File: config.mk
export PLATFORM = sky130hd
export DESIGN_NAME = alu_dispatch_flat
export DESIGN_NICKNAME = d
export VERILOG_FILES = /design/src/rtl/alu_dispatch_if.sv /design/src/rtl/alu_dispatch.sv /design/src/flat_wrapper.sv
export SDC_FILE = /design/constraint.sdc
export NUM_CORES = 1
export LEC_CHECK = 0
export BUFFER_PORTS_ARGS = -buffer_cell sky130_fd_sc_hd__buf_2
export CORE_ASPECT_RATIO = 0.7
export CORE_MARGIN = 2
export CORE_UTILIZATION = 25
export CTS_BUF_LIST = sky130_fd_sc_hd__clkbuf_2
export CTS_CLUSTER_DIAMETER = 60
export DETAILED_ROUTE_END_ITERATION = 8
export GPL_TIMING_DRIVEN = 0
export PLACE_DENSITY = 0.4
export SLEW_MARGIN = 10
export SYNTH_ARGS = -nofsm -noshare
export SYNTH_HDL_FRONTEND = slang
export SYNTH_SLANG_ARGS = --single-unit
File: constraint.sdc
create_clock -name clk -period 2.3 [get_ports clk]
set_input_delay 0.23 -clock clk [delete_from_list [all_inputs] [get_ports clk]]
set_output_delay 0.23 -clock clk [all_outputs]
set_load 0.05 [all_outputs]
File: src/rtl/alu_dispatch_if.sv
// Handshake and ALU-side bus of the ALU issue stage.
// The slave modport is the issue stage; the master modport is its
// environment (upstream source, ALU and downstream sink).
interface alu_dispatch_if #(
  parameter int DATA_W = 16
);
  logic              in_valid;
  logic              in_ready;
  logic [2:0]        in_opcode;
  logic [DATA_W-1:0] in_a;
  logic [DATA_W-1:0] in_b;
  logic [DATA_W-1:0] alu_a;
  logic [DATA_W-1:0] alu_b;
  logic [2:0]        alu_op;
  logic [DATA_W-1:0] alu_result;
  logic              out_valid;
  logic              out_ready;
  logic [DATA_W-1:0] out_result;
  logic [2:0]        out_opcode;
  logic              out_err;

  modport slave (
    input  in_valid, in_opcode, in_a, in_b, alu_result, out_ready,
    output in_ready, alu_a, alu_b, alu_op, out_valid, out_result, out_opcode, out_err
  );

  modport master (
    output in_valid, in_opcode, in_a, in_b, alu_result, out_ready,
    input  in_ready, alu_a, alu_b, alu_op, out_valid, out_result, out_opcode, out_err
  );
endinterface

File: src/rtl/alu_dispatch.sv
// Issue stage in front of the combinational 16-bit ALU. Accepts one
// operation at a time, drives the ALU from registered operands, runs
// MULTIPLY itself with a 16-step shift-add unit, and returns each
// result over a valid/ready handshake.
module alu_dispatch #(
  parameter int DATA_W = 16
) (
  input logic           clk,
  input logic           rst,
  alu_dispatch_if.slave bus
);

  localparam logic [2:0] OP_MUL = 3'b001;
  localparam logic [2:0] OP_ILL = 3'b111;

  typedef enum logic [1:0] {IDLE, EXEC, MUL, DONE} state_t;

  state_t            state;
  state_t            state_nxt;
  logic [DATA_W-1:0] op_a;
  logic [DATA_W-1:0] op_b;
  logic [2:0]        op_code;
  logic [DATA_W-1:0] acc;
  logic [DATA_W-1:0] acc_nxt;
  logic [DATA_W-1:0] mcand;
  logic [DATA_W-1:0] mplier;
  logic [3:0]        cnt;
  logic [DATA_W-1:0] res;
  logic [2:0]        res_op;
  logic              res_err;

  // State register; reset returns to IDLE and drops any in-flight op.
  always_ff @(posedge clk) begin
    if (rst) state <= IDLE;
    else     state <= state_nxt;
  end

  // Next-state decode for accept, single-cycle execute, multiply loop and result hold.
  always_comb begin
    state_nxt = state;
    case (state)
      IDLE: if (bus.in_valid) state_nxt = (bus.in_opcode == OP_MUL) ? MUL : EXEC;
      EXEC: state_nxt = DONE;
      MUL:  if (cnt == 4'd15) state_nxt = DONE;
      DONE: if (bus.out_ready) state_nxt = IDLE;
      default: state_nxt = IDLE;
    endcase
  end

  // One shift-add step: add the shifted multiplicand when the current multiplier bit is set.
  always_comb begin
    acc_nxt = mplier[0] ? (acc + mcand) : acc;
  end

  // Operand latch, multiply iteration and result capture.
  always_ff @(posedge clk) begin
    if (rst) begin
      op_a    <= '0;
      op_b    <= '0;
      op_code <= '0;
      acc     <= '0;
      mcand   <= '0;
      mplier  <= '0;
      cnt     <= '0;
      res     <= '0;
      res_op  <= '0;
      res_err <= 1'b0;
    end else begin
      case (state)
        IDLE: begin
          if (bus.in_valid) begin
            op_a    <= bus.in_a;
            op_b    <= bus.in_b;
            op_code <= bus.in_opcode;
            acc     <= '0;
            mcand   <= bus.in_a;
            mplier  <= bus.in_b;
            cnt     <= '0;
          end
        end
        EXEC: begin
          res     <= (op_code == OP_ILL) ? '0 : bus.alu_result;
          res_op  <= op_code;
          res_err <= (op_code == OP_ILL);
        end
        MUL: begin
          acc    <= acc_nxt;
          mcand  <= mcand << 1;
          mplier <= mplier >> 1;
          cnt    <= cnt + 4'd1;
          if (cnt == 4'd15) begin
            res     <= acc_nxt;
            res_op  <= op_code;
            res_err <= 1'b0;
          end
        end
        default: ;
      endcase
    end
  end

  // The illegal opcode is never forwarded; the ALU sees ADD for it and its result is discarded.
  assign bus.alu_a      = op_a;
  assign bus.alu_b      = op_b;
  assign bus.alu_op     = (op_code == OP_ILL) ? 3'b000 : op_code;
  assign bus.in_ready   = (state == IDLE);
  assign bus.out_valid  = (state == DONE);
  assign bus.out_result = res;
  assign bus.out_opcode = res_op;
  assign bus.out_err    = res_err;

endmodule

File: src/flat_wrapper.sv
// flat-port wrapper written by rule: the top's interface ports become plain ports
module alu_dispatch_flat 
#(
  parameter int DATA_W = 16
)
  (clk, rst, bus_in_valid, bus_in_opcode, bus_in_a, bus_in_b, bus_alu_result, bus_out_ready, bus_in_ready, bus_alu_a, bus_alu_b, bus_alu_op, bus_out_valid, bus_out_result, bus_out_opcode, bus_out_err);
  alu_dispatch_if #(.DATA_W(DATA_W)) bus_i ();
  input logic clk;
  input logic rst;
  input wire logic [$bits(bus_i.in_valid)-1:0] bus_in_valid;
  input wire logic [$bits(bus_i.in_opcode)-1:0] bus_in_opcode;
  input wire logic [$bits(bus_i.in_a)-1:0] bus_in_a;
  input wire logic [$bits(bus_i.in_b)-1:0] bus_in_b;
  input wire logic [$bits(bus_i.alu_result)-1:0] bus_alu_result;
  input wire logic [$bits(bus_i.out_ready)-1:0] bus_out_ready;
  output wire logic [$bits(bus_i.in_ready)-1:0] bus_in_ready;
  output wire logic [$bits(bus_i.alu_a)-1:0] bus_alu_a;
  output wire logic [$bits(bus_i.alu_b)-1:0] bus_alu_b;
  output wire logic [$bits(bus_i.alu_op)-1:0] bus_alu_op;
  output wire logic [$bits(bus_i.out_valid)-1:0] bus_out_valid;
  output wire logic [$bits(bus_i.out_result)-1:0] bus_out_result;
  output wire logic [$bits(bus_i.out_opcode)-1:0] bus_out_opcode;
  output wire logic [$bits(bus_i.out_err)-1:0] bus_out_err;
  assign bus_i.in_valid = bus_in_valid;
  assign bus_i.in_opcode = bus_in_opcode;
  assign bus_i.in_a = bus_in_a;
  assign bus_i.in_b = bus_in_b;
  assign bus_i.alu_result = bus_alu_result;
  assign bus_i.out_ready = bus_out_ready;
  assign bus_in_ready = bus_i.in_ready;
  assign bus_alu_a = bus_i.alu_a;
  assign bus_alu_b = bus_i.alu_b;
  assign bus_alu_op = bus_i.alu_op;
  assign bus_out_valid = bus_i.out_valid;
  assign bus_out_result = bus_i.out_result;
  assign bus_out_opcode = bus_i.out_opcode;
  assign bus_out_err = bus_i.out_err;
  alu_dispatch #(.DATA_W(DATA_W)) u_core (.clk(clk), .rst(rst), .bus(bus_i));
endmodule
==> impl_results.md <==
- Outcome: complete, no violations
- Largest net degree at the start of global routing: 19
- Initial antenna violation count: 0
- Gr usage total: a little under a fifth
- Final worst path period need: 2284 ps
- Number of synthesized flops with an enable pin: 0
- Synth async-reset ratio: 0%
- VDD IR max: 0.3733 mV
- Layout cell share with drive strength beyond 1: between 20 and 30%
- Cell Chain, Critical Path: ha_4, a21o_1, a221o_1, a21oi_2, o21ai_2, mux2i_2, a211oi_4, a211oi_2
- Worst hold path type: in -> reg
- Area taken by multi-input logic gates: between 3000 and 4000 um2
- Max Cap Violations: 0
- CP max-delay cell: dfxtp_4
- RSZ-0062 raised after global routing: yes
- Vias per cell: slightly below 5
- Synth warn: 0
- Max Fclk: approximately 0.44 GHz
- Total grt overflow: 0
- CTS tree: built
- Worst EP arrival: around 2800 ps
- Rows: 44
- Pwr/cell area: 1065 nW/um2
- Ys flop type: dfxtp_1
- Worst slew pin tran: between 800 and 900 ps
- Post-Synthesis Cells: between 600 and 700
- Routability cong.: between 0.8 and 0.9
- Sequential Area: roughly 2200 um2
- Antenna diode count: 0
- Area Growth Syn to Fin: 36.65%
- Starting DRC count in detailed routing: 286
- Clock Root Buffer: clkbuf_2
- Seq/Total Area, Yosys: around two fifths
- Yosys reg bits: around 110
- Routed via count: ~5,400
- Relative slew slack: about 46%
- Global-route wire length before repair: about 30 mm
- Pre-CTS WS: -371.0 ps
- Syn Nets: between 700 and 800
- CP Buf/Inv Count: 0
- Die X: around 180 um
- Crit-path max FO: 3
- Final Max Tran Viols: 0
- Final nets: around 900
- Core area: between 20,000 and 25,000 um2
- CP peak stage delay: around 430 ps
- Vias in the first global route: between 5,000 and 6,000
- Final setup violation count: 0
- Die Height: around 130 um
- Final Hold Vio Count: 0
- Syn avg cell area: around 8.3 um2
- Total power: roughly 7.7 mW
- FF-to-FF setup slack: ~16 ps
- Post-Route WL: 19.89 mm
- TritonCTS buffer count: 9
- CP Class: reg -> reg
- Cell family with most CP delay: compound AO/OA/AOI/OAI gates
- I/O pins: roughly 110
- Die area: about 22,000 um2
- Initial Util: 25.48%
- Setup Skew: ~36 ps
- Max H-tree Level: 3
- Port Buffer Count: 110
- Synthesized area: 5275 um2
- Worst setup margin: roughly 16 ps
- Reg clk slew, reported paths: around 300 ps
- Sink Count: roughly 110
- HPWL after DPL: between 15 and 20 mm
- DRT antenna net count: 0
- Critical Path Sink Type: flip-flop
- FILL cells: between 2,000 and 2,500
- Final worst path period share: 99.28%
- Worst setup SP type: flip-flop
- Post-synth cell types: 47
- Max clock buf depth: 2
- Pleak: 2.891 nW
- Critical Path RT: about 2800 ps
- Wire length per cell: about 18 um
- First-pass detailed-route iteration total: 5
- Worst skew pair latency: roughly 630 ps
- Residual DRC count: 0
==> repair_timing <==
item                                   CTS  global route
setup endpoints to repair               65            81
endpoints found under the hold margin   85             3
pin swaps                               14            21
gates resized for setup                 49            52
cloned                                   0             0
hold buffers                            51             1
setup buffers                           11             8
==> final cells by class <==
class	instances	share of cell area (%)
flip-flops and latches	109	30.95
inverters	6	0.3124
repair buffers	180	16.73
clock inverters	6	0.6596
well taps	276	4.791
clock buffers	10	0.6943
multi-input cells	479	43.20
plain buffers	41	2.656
==> sequential cells by signal (all words and copies together), names as in the netlist <==
register	flops
u_core.bus.out_opcode	3
u_core.bus.alu_b	16
u_core.op_code	3
u_core.bus.alu_a	16
u_core.cnt	4
u_core.state	2
u_core.mplier	16
u_core.bus.out_err	1
u_core.mcand	16
u_core.bus.out_result	16
u_core.acc	16
==> layout by cell type (no fill, tap or decap), types with 8 or more instances in the layout <==
cell           Yosys  final
dfxtp_1          109     90
dlygate4sd3_1      0     52
buf_2              7    117
nor2_1            78     76
clkbuf_2           0     21
a21oi_1           70     65
mux2i_1           35     33
ha_1              19     10
buf_4              0     19
clkbuf_1          29     19
a21o_1             8      8
a211oi_1          46     43
nand3_1           11     11
dfxtp_2            0      9
dfxtp_4            0     10
nor3_1             8      8
nand2_1          111    108
==> per-layer routing <==
metal | wire [um] | vias to the layer above | GRT usage, % | part of all wire (%)
met5 | 0 | - | 0 | 0
met4 | 133 | 0 | 3.423 | 0.67
met3 | 1083 | 9 | 3.254 | 5.4
met2 | 7943 | 165 | 25.26 | 40
met1 | 10730 | 2572 | 28.29 | 54
li1 | - | 2631 | - | -
==> worst reg2reg max path, cell delays in order (launching register included) <==
cell	delay [ps]
dfxtp_4	430
ha_4	240
a21o_1	190
a221o_1	420
a21oi_2	190
o21ai_2	100
mux2i_2	170
a211oi_4	330
a211oi_2	120
==> synthesized netlist by cell type (all sizes together) (8+ instances only) <==
cell,instances,area (um2)
a211oi,49,382.9
nand3,11,55.05
o21ai,13,68.81
nor3,8,40.04
a21oi,71,359.1
ha,19,237.7
nor2,78,292.8
dfxtp,109,2182
nand2,111,416.7
mux2i,35,350.3
a21o,8,60.06
clkbuf,29,108.9
buf,16,76.32
==> stage by stage <==
| stage | TNS (ps) | instance area [um2] | utilization (%) | hold WS, ps | cells |
|---|---|---|---|---|---|
| global route | -195.7 | 7208 | 34.82 | 74.61 | 1107 |
| floorplan | 0 | 5275 | - | 366.0 | 639 |
| global placement | -6722 | 6171 | 29.81 | 440.4 | 1025 |
| CTS | -11.51 | 7015 | 33.89 | 23.03 | 1101 |
| finish | 0 | 7208 | 34.82 | 109.4 | 1107 |
| detailed placement | -10840 | 6171 | 29.81 | 443.8 | 1025 |
==> path summary, 6_finish.rpt <==
path	endpoint	from	depth (start not counted)
max	u_core.bus.out_result[13]$_SDFFE_PP0P_	u_core.mcand[8]$_SDFFE_PP0P_	8
min	u_core.state[1]$_SDFFE_PP0P_	bus_out_ready	4
max reg2reg	u_core.bus.out_result[13]$_SDFFE_PP0P_	u_core.mcand[8]$_SDFFE_PP0P_	8
min reg2reg	u_core.bus.alu_b[15]$_SDFFE_PP0P_	u_core.bus.alu_b[15]$_SDFFE_PP0P_	2
==> cell families after synthesis <==
logic type,count (synthesis),share of synthesized area [%]
adder cells (fa/ha/maj),20,4.886
AND/OR/NAND/NOR,237,19.14
buffers and inverters,51,3.937
multiplexers,39,7.495
flip-flops,109,41.37
XOR/XNOR,10,1.660
AO/OA/AOI/OAI,173,21.51
==> report_power, final <==
part,internal [mW],switching (mW),total [mW],leakage [nW]
clock network,0.157,0.706,0.863,0.0581
logic,1.31,2.72,4.03,1.93
registers,2.40,0.385,2.78,0.905
total,3.86,3.82,7.68,2.89
Note: power is estimated with default switching activity, not from simulation.
